## src/rtl/instruction_queue_if.sv

```systemverilog
// Handshake bundle for instruction_queue: prefetch fill port, decode window and consume port.
// Carries consume_error only when INSTRUCTION_QUEUE_CHECK_EN is defined.
interface instruction_queue_if #(
    parameter int DEPTH = 16
);
    localparam int OCC_W = $clog2(DEPTH) + 1;

    logic             flush;
    logic             fill_valid;
    logic             fill_ready;
    logic [31:0]      fill_data;
    logic [2:0]       fill_byte_count;
    logic [7:0]       window [0:7];
    logic [3:0]       window_count;
    logic             consume_valid;
    logic [3:0]       consume_length;
    logic [OCC_W-1:0] occupancy;
`ifdef INSTRUCTION_QUEUE_CHECK_EN
    logic             consume_error;

    modport slave (
        input  flush, fill_valid, fill_data, fill_byte_count, consume_valid, consume_length,
        output fill_ready, window, window_count, occupancy, consume_error
    );
    modport master (
        output flush, fill_valid, fill_data, fill_byte_count, consume_valid, consume_length,
        input  fill_ready, window, window_count, occupancy, consume_error
    );
`else
    modport slave (
        input  flush, fill_valid, fill_data, fill_byte_count, consume_valid, consume_length,
        output fill_ready, window, window_count, occupancy
    );
    modport master (
        output flush, fill_valid, fill_data, fill_byte_count, consume_valid, consume_length,
        input  fill_ready, window, window_count, occupancy
    );
`endif
endinterface

```

## src/rtl/instruction_queue.sv

```systemverilog
// Circular byte queue between prefetch and decode, exposing an 8-byte window of the oldest bytes.
// Optional macro INSTRUCTION_QUEUE_CHECK_EN: flag over-length consumes instead of clamping them.
module instruction_queue #(
    parameter int DEPTH = 16
) (
    input  logic             clock,
    input  logic             reset,
    instruction_queue_if.slave bus
);
    localparam int PTR_W = $clog2(DEPTH);
    localparam int OCC_W = PTR_W + 1;

    logic [7:0]       r_buf [DEPTH];
    logic [PTR_W-1:0] r_rd_ptr;
    logic [PTR_W-1:0] r_wr_ptr;
    logic [OCC_W-1:0] r_occ;

    logic [3:0]       w_win_count;
    logic             w_fill_ready;
    logic [2:0]       w_fill_n;
    logic [3:0]       w_cons_n;
    logic             w_cons_over;
    logic [OCC_W-1:0] w_occ_next;

    always_comb begin
        w_win_count  = (r_occ > OCC_W'(8)) ? 4'd8 : r_occ[3:0];
        w_fill_ready = (r_occ <= OCC_W'(DEPTH - 4));
        w_cons_over  = (bus.consume_length > w_win_count);

        // Out-of-range byte counts still complete the handshake but write nothing.
        w_fill_n = 3'd0;
        if (bus.fill_valid && w_fill_ready && !bus.flush &&
            bus.fill_byte_count >= 3'd1 && bus.fill_byte_count <= 3'd4)
            w_fill_n = bus.fill_byte_count;

        w_cons_n = 4'd0;
`ifdef INSTRUCTION_QUEUE_CHECK_EN
        if (bus.consume_valid && !w_cons_over && !bus.flush)
            w_cons_n = bus.consume_length;
`else
        if (bus.consume_valid && !bus.flush)
            w_cons_n = w_cons_over ? w_win_count : bus.consume_length;
`endif

        w_occ_next = r_occ + OCC_W'(w_fill_n) - OCC_W'(w_cons_n);
    end

    always_comb begin
        for (int i = 0; i < 8; i++)
            bus.window[i] = (4'(i) < w_win_count) ? r_buf[r_rd_ptr + PTR_W'(i)] : 8'h00;
    end

    assign bus.fill_ready   = w_fill_ready;
    assign bus.window_count = w_win_count;
    assign bus.occupancy    = r_occ;

    // NOTE: the byte array has no reset; emptiness is tracked by the pointers and occupancy alone.
    always_ff @(posedge clock) begin
        for (int k = 0; k < 4; k++) begin
            if (3'(k) < w_fill_n)
                r_buf[r_wr_ptr + PTR_W'(k)] <= bus.fill_data[8*k +: 8];
        end
    end

    always_ff @(posedge clock or posedge reset) begin
        if (reset) begin
            r_rd_ptr <= '0;
            r_wr_ptr <= '0;
            r_occ    <= '0;
        end else if (bus.flush) begin
            r_rd_ptr <= '0;
            r_wr_ptr <= '0;
            r_occ    <= '0;
        end else begin
            r_rd_ptr <= r_rd_ptr + PTR_W'(w_cons_n);
            r_wr_ptr <= r_wr_ptr + PTR_W'(w_fill_n);
            r_occ    <= w_occ_next;
        end
    end

`ifdef INSTRUCTION_QUEUE_CHECK_EN
    logic r_consume_error;

    always_ff @(posedge clock or posedge reset) begin
        if (reset)
            r_consume_error <= 1'b0;
        else
            r_consume_error <= bus.consume_valid && w_cons_over && !bus.flush;
    end

    assign bus.consume_error = r_consume_error;
`endif
endmodule

```

## src/flat_wrapper.sv

```systemverilog
// flat-port wrapper written by rule: the top's interface ports become plain ports
module instruction_queue_flat 
#(
    parameter int DEPTH = 16
)
  (clock, reset, bus_flush, bus_fill_valid, bus_fill_data, bus_fill_byte_count, bus_consume_valid, bus_consume_length, bus_fill_ready, bus_window, bus_window_count, bus_occupancy);
  instruction_queue_if #(.DEPTH(DEPTH)) bus_i ();
  input  logic clock;
  input  logic reset;
  input wire logic [$bits(bus_i.flush)-1:0] bus_flush;
  input wire logic [$bits(bus_i.fill_valid)-1:0] bus_fill_valid;
  input wire logic [$bits(bus_i.fill_data)-1:0] bus_fill_data;
  input wire logic [$bits(bus_i.fill_byte_count)-1:0] bus_fill_byte_count;
  input wire logic [$bits(bus_i.consume_valid)-1:0] bus_consume_valid;
  input wire logic [$bits(bus_i.consume_length)-1:0] bus_consume_length;
  output wire logic [$bits(bus_i.fill_ready)-1:0] bus_fill_ready;
  output wire logic [$bits(bus_i.window)-1:0] bus_window;
  output wire logic [$bits(bus_i.window_count)-1:0] bus_window_count;
  output wire logic [$bits(bus_i.occupancy)-1:0] bus_occupancy;
  assign bus_i.flush = bus_flush;
  assign bus_i.fill_valid = bus_fill_valid;
  assign bus_i.fill_data = bus_fill_data;
  assign bus_i.fill_byte_count = bus_fill_byte_count;
  assign bus_i.consume_valid = bus_consume_valid;
  assign bus_i.consume_length = bus_consume_length;
  assign bus_fill_ready = bus_i.fill_ready;
  assign bus_window = {>>{bus_i.window}};
  assign bus_window_count = bus_i.window_count;
  assign bus_occupancy = bus_i.occupancy;
  instruction_queue #(.DEPTH(DEPTH)) u_core (.clock(clock), .reset(reset), .bus(bus_i));
endmodule
```

## config.mk

```make
export PLATFORM = sky130hd
export DESIGN_NAME = instruction_queue_flat
export DESIGN_NICKNAME = d
export VERILOG_FILES = /design/src/rtl/instruction_queue_if.sv /design/src/rtl/instruction_queue.sv /design/src/flat_wrapper.sv
export SDC_FILE = /design/constraint.sdc
export NUM_CORES = 1
export LEC_CHECK = 0
export ABC_AREA = 1
export CAP_MARGIN = 20
export CORE_MARGIN = 2
export CORE_UTILIZATION = 30
export CTS_CLUSTER_DIAMETER = 120
export DETAILED_ROUTE_END_ITERATION = 8
export MAX_ROUTING_LAYER = met4
export PLACE_DENSITY_LB_ADDON = 0.3
export SYNTH_ARGS = -nofsm -noshare
export SYNTH_HDL_FRONTEND = slang
export SYNTH_SLANG_ARGS = --single-unit
```

## constraint.sdc

```tcl
create_clock -name clock -period 3.1 [get_ports clock]
set_input_delay 0.62 -clock clock [delete_from_list [all_inputs] [get_ports clock]]
set_output_delay 0.62 -clock clock [all_outputs]
set_load 0.05 [all_outputs]
```

==> flow_summary_export.csv <==
group,metric,value,unit
run_status,outcome,"complete, but fails checks",
run_status,failed_checks,"negative setup slack",
timing,fin_ws,-0.2724,ns
run,cap_violations,0,
setup_path,required,3.43,ns
setup_path,reg2reg_depth,21,
power,p_total,25.20,mW
logic_synthesis,ys_warn_count,0,
setup_path,cp-start-kind,"register",
clock_tree,cts_sinks,141,
global_routing,grt_max_degree,55,
setup_path,r2r-start,"u_core.bus.occupancy[4]",
cells_and_area,final_nets,3106,
clock_tree,cts.clk_slew.worst_paths,0.07,ns
floorplanning,ioPinCount,118,
global_routing,grt_overflow,0,
place,placed_cells,3561,
floorplanning,dieHeight,235.1,um
power,ir_drop,0.6898,mV
setup_path,r2r_setup_slack,-0.27,ns
cells_and_area,syn2layout_area_growth,63.24,%
setup_path,cp.depth,21,
setup_path,cp-end-kind,"register",
logic_synthesis,synth_area,16020,um^2
global_routing,antenna_found_initial,0,
cells_and_area,final_cells,3733,
drt,via_per_inst,5.717,
timing,maxSlewHeadroom,36.65,%
clock_tree,cts_tree,"done",
timing,worstMarginPinSlew,0.9473,ns
floorplanning,initial_core_util,30.42,%
timing,drv_slew,0,
power,leakage,11.43,nW
setup_path,path_buf_inv,5,
timing,max_freq,296.5,MHz
setup_path,worstReg2RegEnd,"u_core.bus.occupancy[4]",
floorplanning,core-area,52660,um^2
floorplanning,die_x,235.1,um
logic_synthesis,synth_cells,2651,
cells_and_area,multiInputGateArea,13510,um^2
cells_and_area,drive_gt1_share,36.26,%
logic_synthesis,ys_seq_elements,141,
drt,drc,0,
logic_synthesis,syn_avg_cell_area,6.042,um^2
setup_path,slowest_delay,0.52,ns
power,power_density,964.0,nW/um^2
global_routing,grt_pass1_vias,18460,
place,dp_hpwl,66810,um
drt,drt_wl_total,91710,um
place,globalplace.congestion,1.042,
floorplanning,core.rowCount,84,
cells_and_area,final-seq-area,4179,um^2
setup_path,cp_top_family,"adder cells",
timing,setup_viol,60,
logic_synthesis,ys_types,45,
logic_synthesis,synth_top_area_cell,"nand2_1",
timing,fin_crit_sh,108.8,%
timing,rsz0062_at_grt,"true",
setup_path,arrival,3.70,ns
clock_tree,cts_buffers,17,
logic_synthesis,netlist.area_leader.share,24.58,%
cells_and_area,antennaDiodeCount,0,
setup_path,crit_fanout,6,
clock_tree,root_buffer,"clkbuf_16",
timing,hold_violations,0,
drt,first_pass_iters,6,
setup_path,path_class,"register to register",
place,port_buffers,117,
clock_tree,insertion_delay,0.44,ns
timing,min_period,3.372,ns
floorplanning,dieArea,55250,um^2
global_routing,grt_util_all_layers,30.74,%
clock_tree,htreeDepth,4,
logic_synthesis,yosysSeqAreaShare,26.03,%
drt,vias,21340,
drt,dr.first_iter.drc_count,2872,
global_routing,grt_pass1_wl,124000,um
drt,antenna_left,0,
timing,finalClockSkew,0.01745,ns
logic_synthesis,synthTopCellsByArea,"nand2_1, edfxtp_1, nand3_1, o21ai_0, inv_1",
clock_tree,clockBufferDepth,2,
worst_hold_path,min_path_type,"primary input to async pin",
setup_path,cp_slowest_cell,"dfrtp_4",
cells_and_area,fillers,4961,
drt,wire_per_inst,24.57,um
clock_tree,holdBufCountCts,0,
setup_path,critical_path.cell_chain,"nor2_4, clkinvlp_4, a21oi_4, ha_2, inv_2, a21oi_2, o21ai_1, nand2_1, inv_2, o21ai_2, a21oi_2, fa_1, inv_2, fa_2, nand2_1, inv_2, nor2_1, nor2_1, nor2_1, xor2_1, nor2_1",
logic_synthesis,syn_nets,2725,
==> kinds of logic after synthesis <==
logic type                 after synthesis  share of synthesized area (%)
AOI/OAI and AO/OA                      430                          14.94
and+or+nand+nor                       1654                          44.47
DFF                                    141                          26.03
buffers and inverters                  350                          9.015
xor gates and xnor gates                10                         0.7109
adders and majority gates               30                          2.578
muxes                                   36                          2.250
==> cell usage after synthesis, drive strengths merged <==
cell type / number
nand4: 64
a41oi: 2
dfrtp: 13
o211ai: 15
a211oi: 15
o22ai: 10
buf: 78
o2111ai: 27
o21ai: 273
fa: 5
inv: 170
ha: 25
a21o: 2
xnor2: 3
mux2i: 36
nor3: 14
a31oi: 1
nor2: 129
or2: 3
clkinv: 9
xor2: 7
clkbuf: 93
edfxtp: 128
nand3: 378
a21oi: 85
nand2: 1066
==> report_power, final <==
| part | switching [mW] | total, mW | internal, mW |
|---|---|---|---|
| Combinational | 12.2 | 21.1 | 8.89 |
| Clock | 0.834 | 1.86 | 1.03 |
| Sequential | 0.0826 | 2.24 | 2.16 |
| Total | 13.1 | 25.2 | 12.1 |
==> layer usage <==
metal  track usage [%]  wire length (um)
met5                 -                 0
met4             15.40              5790
met3             3.489              7356
met2             46.32             40880
met1             40.75             37680
==> through the flow <==
step,hold WS [ns],utilization (%),instance area [um^2],setup TNS [ns],setup slack (ns)
floorplan,0.4968,-,16570,-7.835,-0.8267
global placement,0.7575,39.05,20560,-56.86,-0.5705
detailed placement,0.7747,39.05,20560,-79.64,-0.5195
CTS,0.6095,42.95,22610,-2.676,-0.2352
global route,0.6394,49.65,26150,-9.393,-0.4047
finish,0.6059,49.65,26150,-5.205,-0.2724
==> sequential cells by signal (all words and copies together) (netlist names) <==
name	count
u_core.r_wr_ptr	4
u_core.r_rd_ptr	4
u_core.r_buf	128
u_core.bus.occupancy	5
==> cell type report <==
| class | instances | share of cell area [%] |
|---|---|---|
| clock inverter | 15 | 0.4307 |
| inverter | 179 | 2.886 |
| clock buffer | 17 | 1.627 |
| timing repair buffer | 530 | 24.02 |
| multi-input combinational | 2160 | 51.68 |
| timing repair inverter | 3 | 0.08136 |
| sequential | 141 | 15.98 |
| tap | 688 | 3.292 |
==> repair_timing <==
item                       CTS  global route
gates cloned                17            35
resized for setup          351           609
buffers inserted            27            85
pin swaps                   50           144
setup endpoints to repair  166           311
==> how the worst max path moves through the flow <==
stage	from	slack (ns)	end
6_report	u_core.bus.occupancy[4]	-0.27	u_core.bus.occupancy[4]
3_3_place_gp	bus_consume_length[1]	-0.57	u_core.bus.occupancy[4]
3_5_place_dp	bus_consume_length[3]	-0.52	u_core.bus.occupancy[4]
5_1_grt	u_core.bus.occupancy[4]	-0.40	u_core.bus.occupancy[4]
2_1_floorplan	u_core.bus.occupancy[4]	-0.83	u_core.bus.occupancy[4]
4_1_cts	u_core.bus.occupancy[4]	-0.24	u_core.bus.occupancy[4]
==> cell usage in the layout, fill, tap and decap left out, drive strengths merged, types with 2 or more instances in the layout <==
cell	n
o22ai	10
a41oi	2
a21o	2
o21ai	273
xor2	7
o2111ai	27
fa	5
nor2	129
clkinv	14
inv	171
or2	3
a21oi	85
clkbuf	49
xnor2	3
edfxtp	128
o211ai	15
dfrtp	13
clkdlybuf4s50	49
a211oi	15
bufbuf	2
ha	25
buf	446
clkinvlp	12
nand3	378
nand4	64
nor3	14
nand2	1066
mux2i	36
No activity file was read; power rests on OpenSTA's default activity.
